==> config.mk <==
export PLATFORM = sky130hd
export DESIGN_NAME = int_ctrl_flat
export DESIGN_NICKNAME = d
export VERILOG_FILES = /design/src/rtl/int_ctrl_if.sv /design/src/rtl/int_ctrl.sv /design/src/flat_wrapper.sv
export SDC_FILE = /design/constraint.sdc
export NUM_CORES = 1
export LEC_CHECK = 0
export ABC_CLOCK_PERIOD_IN_PS = 2800
export BUFFER_PORTS_ARGS = -buffer_cell sky130_fd_sc_hd__buf_2
export CORE_AREA = 2 2 70 56
export DETAILED_ROUTE_END_ITERATION = 8
export DIE_AREA = 0 0 72 58
export GPL_ROUTABILITY_DRIVEN = 0
export PLACE_DENSITY = 0.69
export SLEW_MARGIN = 20
export SYNTH_ARGS = -nofsm -noshare
export SYNTH_HDL_FRONTEND = slang
export SYNTH_SLANG_ARGS = --single-unit
export TNS_END_PERCENT = 5
==> constraint.sdc <==
create_clock -name clk -period 2.8 [get_ports clk]
set_input_delay 0.84 -clock clk [delete_from_list [all_inputs] [get_ports clk]]
set_output_delay 0.84 -clock clk [all_outputs]
set_load 0.01 [all_outputs]
==> src/rtl/int_ctrl_if.sv <==
// Register-bus bundle between the bridge and the interrupt controller.
// The bridge side drives the master modport; int_ctrl uses the slave modport.
interface int_ctrl_if;
    logic        sel;
    logic [1:0]  addr;
    logic        we;
    logic [31:0] wdata;
    logic [31:0] rdata;

    modport master (output sel, output addr, output we, output wdata, input rdata);
    modport slave  (input sel, input addr, input we, input wdata, output rdata);
endinterface

==> src/rtl/int_ctrl.sv <==
// int_ctrl: interrupt controller feeding CP0 HWInt.
// Latches source requests into PEND (edge or level per MODE), arbitrates
// the masked pending set while idle, and holds irq/irq_id until an EOI write.
// Build option: define INTC_RR_EN for round-robin arbitration starting after
// the last serviced id; otherwise fixed priority with bit 0 highest.
//
// state | meaning
// ------+------------------------------------------------------------
// IDLE  | no service active; arbitrate eligible = PEND & MASK
// SVC   | irq asserted for irq_id; waits for an EOI write
module int_ctrl #(
    parameter int N_SRC = 4,
    parameter int ID_W  = 3
) (
    input  logic             clk,
    input  logic             reset,
    input  logic [N_SRC-1:0] src_irq,
    int_ctrl_if.slave        bus,
    output logic             irq,
    output logic [ID_W-1:0]  irq_id
);

    typedef enum logic {
        IDLE = 1'b0,
        SVC  = 1'b1
    } state_t;

    state_t             state_q, state_d;
    logic [N_SRC-1:0]   src_q, src_d;
    logic [N_SRC-1:0]   pend_q, pend_d;
    logic [N_SRC-1:0]   mask_q, mask_d;
    logic [N_SRC-1:0]   mode_q, mode_d;
    logic               irq_q, irq_d;
    logic [ID_W-1:0]    irq_id_q, irq_id_d;

    logic               wr_pend, wr_mask, wr_eoi, wr_mode;
    logic               eoi_hit;
    logic [N_SRC-1:0]   eligible;
    logic [ID_W-1:0]    winner;
    logic               unused_wdata;

    // Only the low N_SRC write-data bits carry register content.
    assign unused_wdata = ^bus.wdata[31:N_SRC];

    // Bus write decode; writes need sel and we, reads are side-effect free.
    always_comb begin
        wr_pend = bus.sel && bus.we && (bus.addr == 2'd0);
        wr_mask = bus.sel && bus.we && (bus.addr == 2'd1);
        wr_eoi  = bus.sel && bus.we && (bus.addr == 2'd2);
        wr_mode = bus.sel && bus.we && (bus.addr == 2'd3);
        eoi_hit = (state_q == SVC) && wr_eoi;
    end

    // MASK/MODE updates and raw source sampling.
    always_comb begin
        mask_d = mask_q;
        mode_d = mode_q;
        src_d  = src_irq;
        if (wr_mask) mask_d = bus.wdata[N_SRC-1:0];
        if (wr_mode) mode_d = bus.wdata[N_SRC-1:0];
    end

    // Pending latch: edge bits hold until W1C or EOI (a new rise wins), level bits track the source.
    always_comb begin
        pend_d = pend_q;
        for (int i = 0; i < N_SRC; i++) begin
            if (mode_q[i]) begin
                if (wr_pend && bus.wdata[i])                   pend_d[i] = 1'b0;
                if (eoi_hit && (irq_id_q == ID_W'(i)))         pend_d[i] = 1'b0;
                if (src_irq[i] && !src_q[i])                   pend_d[i] = 1'b1;
            end else begin
                pend_d[i] = src_irq[i];
            end
        end
    end

    assign eligible = pend_q & mask_q;

`ifdef INTC_RR_EN
    logic [ID_W-1:0]    last_id_q, last_id_d;
    int                 rr_start;
    logic [2*N_SRC-1:0] rr_dbl;
    logic [N_SRC-1:0]   rr_rot;

    // Remember the id retired by the most recent EOI; the next search starts just after it.
    always_comb begin
        last_id_d = last_id_q;
        if (eoi_hit) last_id_d = irq_id_q;
    end

    // Round-robin pick: rotate eligible so bit 0 is the search start, take the first set bit.
    always_comb begin
        rr_start = (int'(last_id_q) + 1) % N_SRC;
        rr_dbl   = {eligible, eligible};
        rr_rot   = N_SRC'(rr_dbl >> rr_start);
        winner   = '0;
        for (int k = N_SRC - 1; k >= 0; k--) begin
            if (rr_rot[k]) winner = ID_W'((rr_start + k) % N_SRC);
        end
    end

    // last_id register; resets so the first search begins at id 0.
    always_ff @(posedge clk) begin
        if (reset) last_id_q <= ID_W'(N_SRC - 1);
        else       last_id_q <= last_id_d;
    end
`else
    // Fixed priority: descending scan so the lowest eligible index is assigned last and wins.
    always_comb begin
        winner = '0;
        for (int i = N_SRC - 1; i >= 0; i--) begin
            if (eligible[i]) winner = ID_W'(i);
        end
    end
`endif

    // Service FSM: grab a winner in IDLE, hold irq/irq_id frozen in SVC until EOI.
    always_comb begin
        state_d  = state_q;
        irq_d    = irq_q;
        irq_id_d = irq_id_q;
        case (state_q)
            IDLE: begin
                if (|eligible) begin
                    irq_id_d = winner;
                    irq_d    = 1'b1;
                    state_d  = SVC;
                end
            end
            SVC: begin
                if (wr_eoi) begin
                    irq_d   = 1'b0;
                    state_d = IDLE;
                end
            end
            default: state_d = IDLE;
        endcase
    end

    // Register read mux, combinational from addr only.
    always_comb begin
        bus.rdata = '0;
        case (bus.addr)
            2'd0: bus.rdata = 32'(pend_q);
            2'd1: bus.rdata = 32'(mask_q);
            2'd2: bus.rdata = {irq_q, 23'b0, 8'(irq_id_q)};
            2'd3: bus.rdata = 32'(mode_q);
            default: bus.rdata = '0;
        endcase
    end

    // State registers with synchronous reset.
    always_ff @(posedge clk) begin
        if (reset) begin
            state_q  <= IDLE;
            src_q    <= '0;
            pend_q   <= '0;
            mask_q   <= '0;
            mode_q   <= '0;
            irq_q    <= 1'b0;
            irq_id_q <= '0;
        end else begin
            state_q  <= state_d;
            src_q    <= src_d;
            pend_q   <= pend_d;
            mask_q   <= mask_d;
            mode_q   <= mode_d;
            irq_q    <= irq_d;
            irq_id_q <= irq_id_d;
        end
    end

    assign irq    = irq_q;
    assign irq_id = irq_id_q;

endmodule

==> src/flat_wrapper.sv <==
// flat-port wrapper written by rule: the top's interface ports become plain ports
module int_ctrl_flat 
#(
    parameter int N_SRC = 4,
    parameter int ID_W  = 3
)
  (clk, reset, src_irq, irq, irq_id, bus_sel, bus_addr, bus_we, bus_wdata, bus_rdata);
  int_ctrl_if bus_i ();
  input  logic clk;
  input  logic reset;
  input  logic [N_SRC-1:0] src_irq;
  output logic irq;
  output logic [ID_W-1:0] irq_id;
  input wire logic [$bits(bus_i.sel)-1:0] bus_sel;
  input wire logic [$bits(bus_i.addr)-1:0] bus_addr;
  input wire logic [$bits(bus_i.we)-1:0] bus_we;
  input wire logic [$bits(bus_i.wdata)-1:0] bus_wdata;
  output wire logic [$bits(bus_i.rdata)-1:0] bus_rdata;
  assign bus_i.sel = bus_sel;
  assign bus_i.addr = bus_addr;
  assign bus_i.we = bus_we;
  assign bus_i.wdata = bus_wdata;
  assign bus_rdata = bus_i.rdata;
  int_ctrl #(.N_SRC(N_SRC), .ID_W(ID_W)) u_core (.clk(clk), .reset(reset), .src_irq(src_irq), .bus(bus_i), .irq(irq), .irq_id(irq_id));
endmodule
After elaboration in Yosys (flattened, before gate mapping). Cells that the tools add are included.

Flip-flop bits (word level): 21. Input bits: 42. Word-level logic and storage cells: 78. Output and inout port bits: 36.

Equal/unequal tests: 12. Mux-type cells: 27. Bitwise gates (word level): 2. Reduce and logical (&&, ||, !) cells: 27.

Operators with widths (count): 32-bit case mux with 4 select lines (1); 1-bit two-way mux (20); 1-bit logical AND (18); 4-bit != test, second input constant (4); 2-bit two-way mux (4); 3-bit by 2-bit == test with 1-bit output, second input constant (2); 4-bit bitwise AND (1); 2-bit == test, second input constant (2); 1-bit logical NOT (4); 1-bit case mux with 2 select lines (2); 2-bit AND reduction (2); 4-bit OR reduction (1); 3-bit by 1-bit == test with 1-bit output, second input constant (1); 3-bit logical NOT (1); 2-bit by 1-bit == test with 1-bit output, second input constant (1); 2-bit logical NOT (1); 2-bit by 1-bit != test with 1-bit output, second input constant (1); 2-bit != test, second input constant (1); 1-bit inverter (1).

Depth between registers and ports, before layout.
Depth in word-level cells: 7. Gate-level depth with buffers: 5. Depth with buffers taken out: 4.

Least setup slack after synthesis. Ideal clock, no wire load.

Kind: input port to output port. Start point: input bus_addr[0]. End point: output bus_rdata[1]. Setup slack: 0.359 ns. Cell stages on the path: 2. Data arrival time: 1.601 ns. Buffers on the path: 1. Data required time: 1.960 ns. Cell sequence: buf_4 > mux4_1.

Word-level cells in the longest chain between the ends: 2. Elaborated cells on any way between the ends: 5. Classes of those cells: eq/ne (3); mux (1); reduce/logical (1).

Ends and longest elaborated chain: start, declared (RTL line flat_wrapper.sv:15) `input wire logic [$bits(bus_i.addr)-1:0] bus_addr;`; 2-bit == test, or another cell as far along (RTL line int_ctrl.sv:143) `case (bus.addr)`; 32-bit case mux with 4 select lines * (RTL line int_ctrl.sv:143); end, declared (RTL line flat_wrapper.sv:18) `output wire logic [$bits(bus_i.rdata)-1:0] bus_rdata;`.

Every way passes the cells marked *; elsewhere a longest branch is shown, timed or not. The select of a mux whose other input is x is not followed.

Worst setup path after layout.
Start point: input bus_addr[1]. End point: output bus_rdata[0].

The elaborated chain is that of the path after synthesis.

==> impl_metrics.toml <==
[place]
hpwl_mm = 1.72
port_buffers = 21
detailed_place.area_mm2 = 0.00121

[hold_path]
hold_start = "u_core.src_q[1]$_SDFF_PP0_"
hold_class = "flop to flop"

[critical_path]
worst-path-buf-inv = 2
end_kind = "output port"
critPathLaunchType = "primary input"
critPathSlowestCell = "mux4_1"
cp_common_cell = "buf_2"
critPathMaxFanout = 9
max_stage_delay_ns = 0.58
required_ns = 1.96
startpoint = "bus_addr[1]"
criticalPathCategory = "primary input to output port"
timing.rr.start = "u_core.state_q$_SDFF_PP0_"
crit_chain = "buf_2 -> mux4_1 -> buf_2"
critPathArrivalTime_ns = 1.80
cp_top_family = "multiplexers"

[layout]
n_antenna_cell = 0
synthToLayoutAreaGrowth_pct = 7.23
nets = 194
fin_area_mm2 = 0.00126
drive_gt1_share_pct = 21.2
num-fill-cells = 386

[cts]
clockBufferDepth = 2
post-cts-setup-buffer-count = 0
clkTransAtPathRegs_ns = 0.07
clk_latency_ns = 0.26
numCtsBuffers = 3
cts-resized-gates = 0
h-tree-depth = 1
cts_hold_buffers = 0
cts_tree = "yes"
cts_root_buf = "clkbuf_8"
cts.sinks = 20

[global_route]
grt_overflow = 0
antenna_found_initial = 0
grt_max_degree = 22
grt.total_usage_pct = 11.3
use_met3_pct = 3.65
grt_use_met2_pct = 15.3
grt_pass1_wl_mm = 3.61
grt_pass1_vias = 736
grt.busiest_layer = "met1"
gr-usage-met1_pct = 17.5

[floorplanning]
initial_core_util_pct = 33.7
core_area_mm2 = 0.00349
die_h_um = 58
die-area_mm2 = 0.00418
die_x_um = 72
num_rows = 19
boundaryPins = 78

[power]
power_density_mw_per_mm2 = 472
seqPwrFrac_pct = 50.6
p_leak_nw = 0.628
swShare_pct = 25.2
p_total_w = 0.000595
comb_power_share_pct = 12.3
clkPwrFrac_pct = 37.1
intPower_w = 0.000445
vdd_drop_max_mv = 0.182
netSwitchingPower_w = 0.000150

[run_status]
status = "finished clean"

[logic_synthesis]
syn_area_mm2 = 0.00118
synthAdderAreaFrac_pct = 0
synthMuxAreaShare_pct = 13.2
avgSynthCellArea_um2 = 9.05
synthArstFlopShare_pct = 0
synthFlopType = "dfxtp_1"
yosysWarnings = 0
synth_top_family_by_area = "simple AND/OR/NAND/NOR gates"
synthSimpleGateAreaFrac_pct = 21.1
ys_seq_area_share_pct = 34.0
synth-seq-cells = 20
postSynthCellCount = 130
synth_cell_type_count = 28
yosys.area_share.xor_xnor_pct = 0
synth-edff-count = 0
synth_compound_area_share_pct = 10.6

[timing]
maxSlewViolCount = 0
rsz0062_at_grt = "no"
fin_crit_sh_pct = 94.4
hold_ws_ns = 0.499
hold_viol = 0
fin_skew_ns = 0.00610
setup_tns_ns = 0
max_freq_ghz = 0.378
setup_violations = 0
min_period_ns = 2.64

[routing]
drt-wirelength-per-cell_um = 11.8
drt_first_iter_violations = 68
via_per_inst = 4.50
antenna_left = 0
drc = 0
dr_total_vias = 869
wl_mm = 2.28
firstDrtPassIters = 4

[job]
maxCapViolations = 0
tightest hold or removal path: stages, from the launching register on:
cell	delay, ns
dfxtp_1	0.31
nand2_1	0.04
nand2_1	0.05
a211oi_1	0.05
sequential cells by signal, indices dropped and copies added (netlist names):
name	cells
u_core.mask_q	4
u_core.mode_q	4
u_core.pend_q	4
u_core.src_q	4
u_core.irq_id	2
u_core.irq	1
u_core.state_q	1
through the flow:
step | utilization, % | worst slack [ns] | std cells
2_1_floorplan | - | 0.359 | 157
3_3_place_gp | 34.5 | 0.154 | 189
3_5_place_dp | 34.5 | 0.151 | 189
4_1_cts | 36.1 | 0.145 | 193
5_1_grt | 36.1 | 0.113 | 193
6_report | 36.1 | 0.156 | 193
power by group through the flow:
stage	clock (W)	combinational, W	sequential (W)
2_1_floorplan	0	0.0000816	0.000306
3_3_place_gp	0	0.0000720	0.000307
3_5_place_dp	0	0.0000726	0.000308
4_1_cts	0.000224	0.0000730	0.000301
5_1_grt	0.000239	0.0000821	0.000302
6_report	0.000221	0.0000731	0.000301
cell usage in the layout, fill, tap and decap left out, types with 2 or more instances in the layout:
cell type,instances
conb_1,28
a21oi_1,2
nor2_1,18
a211oi_1,4
o311ai_1,4
nand2_1,14
a22o_1,2
buf_2,21
inv_1,2
mux4_1,2
a22oi_1,2
mux2_2,2
dfxtp_1,20
clkbuf_8,4
mux2i_1,8
nor3_1,3
nor2b_1,4
cells by family (layout without fill, tap and decap cells):
family / after synthesis / count (layout)
AOI/OAI and AO/OA: 16 / 16
and+or+nand+nor: 47 / 47
DFF: 20 / 20
other: 1 / 28
muxes: 12 / 12
buffers and inverters: 34 / 28
final cells by class:
cell class | instances | area [um2] | share of cell area, %
timing repair buffer | 22 | 113 | 8.93
clock buffer | 4 | 55.1 | 4.37
tap | 42 | 52.6 | 4.17
multi-input combinational | 103 | 633 | 50.2
sequential | 20 | 400 | 31.7
inverter | 2 | 7.51 | 0.595
worst paths after layout:
path	to	cells after the start	slack, ns
setup reg to reg	u_core.pend_q[0]$_SDFFE_PP0P_	3	1.61
hold reg to reg	u_core.pend_q[1]$_SDFFE_PP0P_	3	0.50
hold / removal	u_core.pend_q[1]$_SDFFE_PP0P_	3	0.50
setup / recovery	bus_rdata[0]	3	0.16
synthesized netlist by cell type (all sizes together), types with 3 or more instances:
| master | count | area share, % |
|---|---|---|
| buf | 30 | 19 |
| dfxtp | 20 | 34 |
| nor2 | 18 | 5.7 |
| nand2 | 14 | 4.5 |
| mux2i | 8 | 6.8 |
| nor2b | 5 | 3.3 |
| a211oi | 4 | 2.6 |
| o311ai | 4 | 3.0 |
| nor3 | 3 | 1.3 |
routing by layer:
metal  share of wire, %  wire length, um
met5                  0                0
met4                  0                0
met3                6.0              136
met2                 42              963
met1                 52             1180
Power figures use the tool's default switching activity.
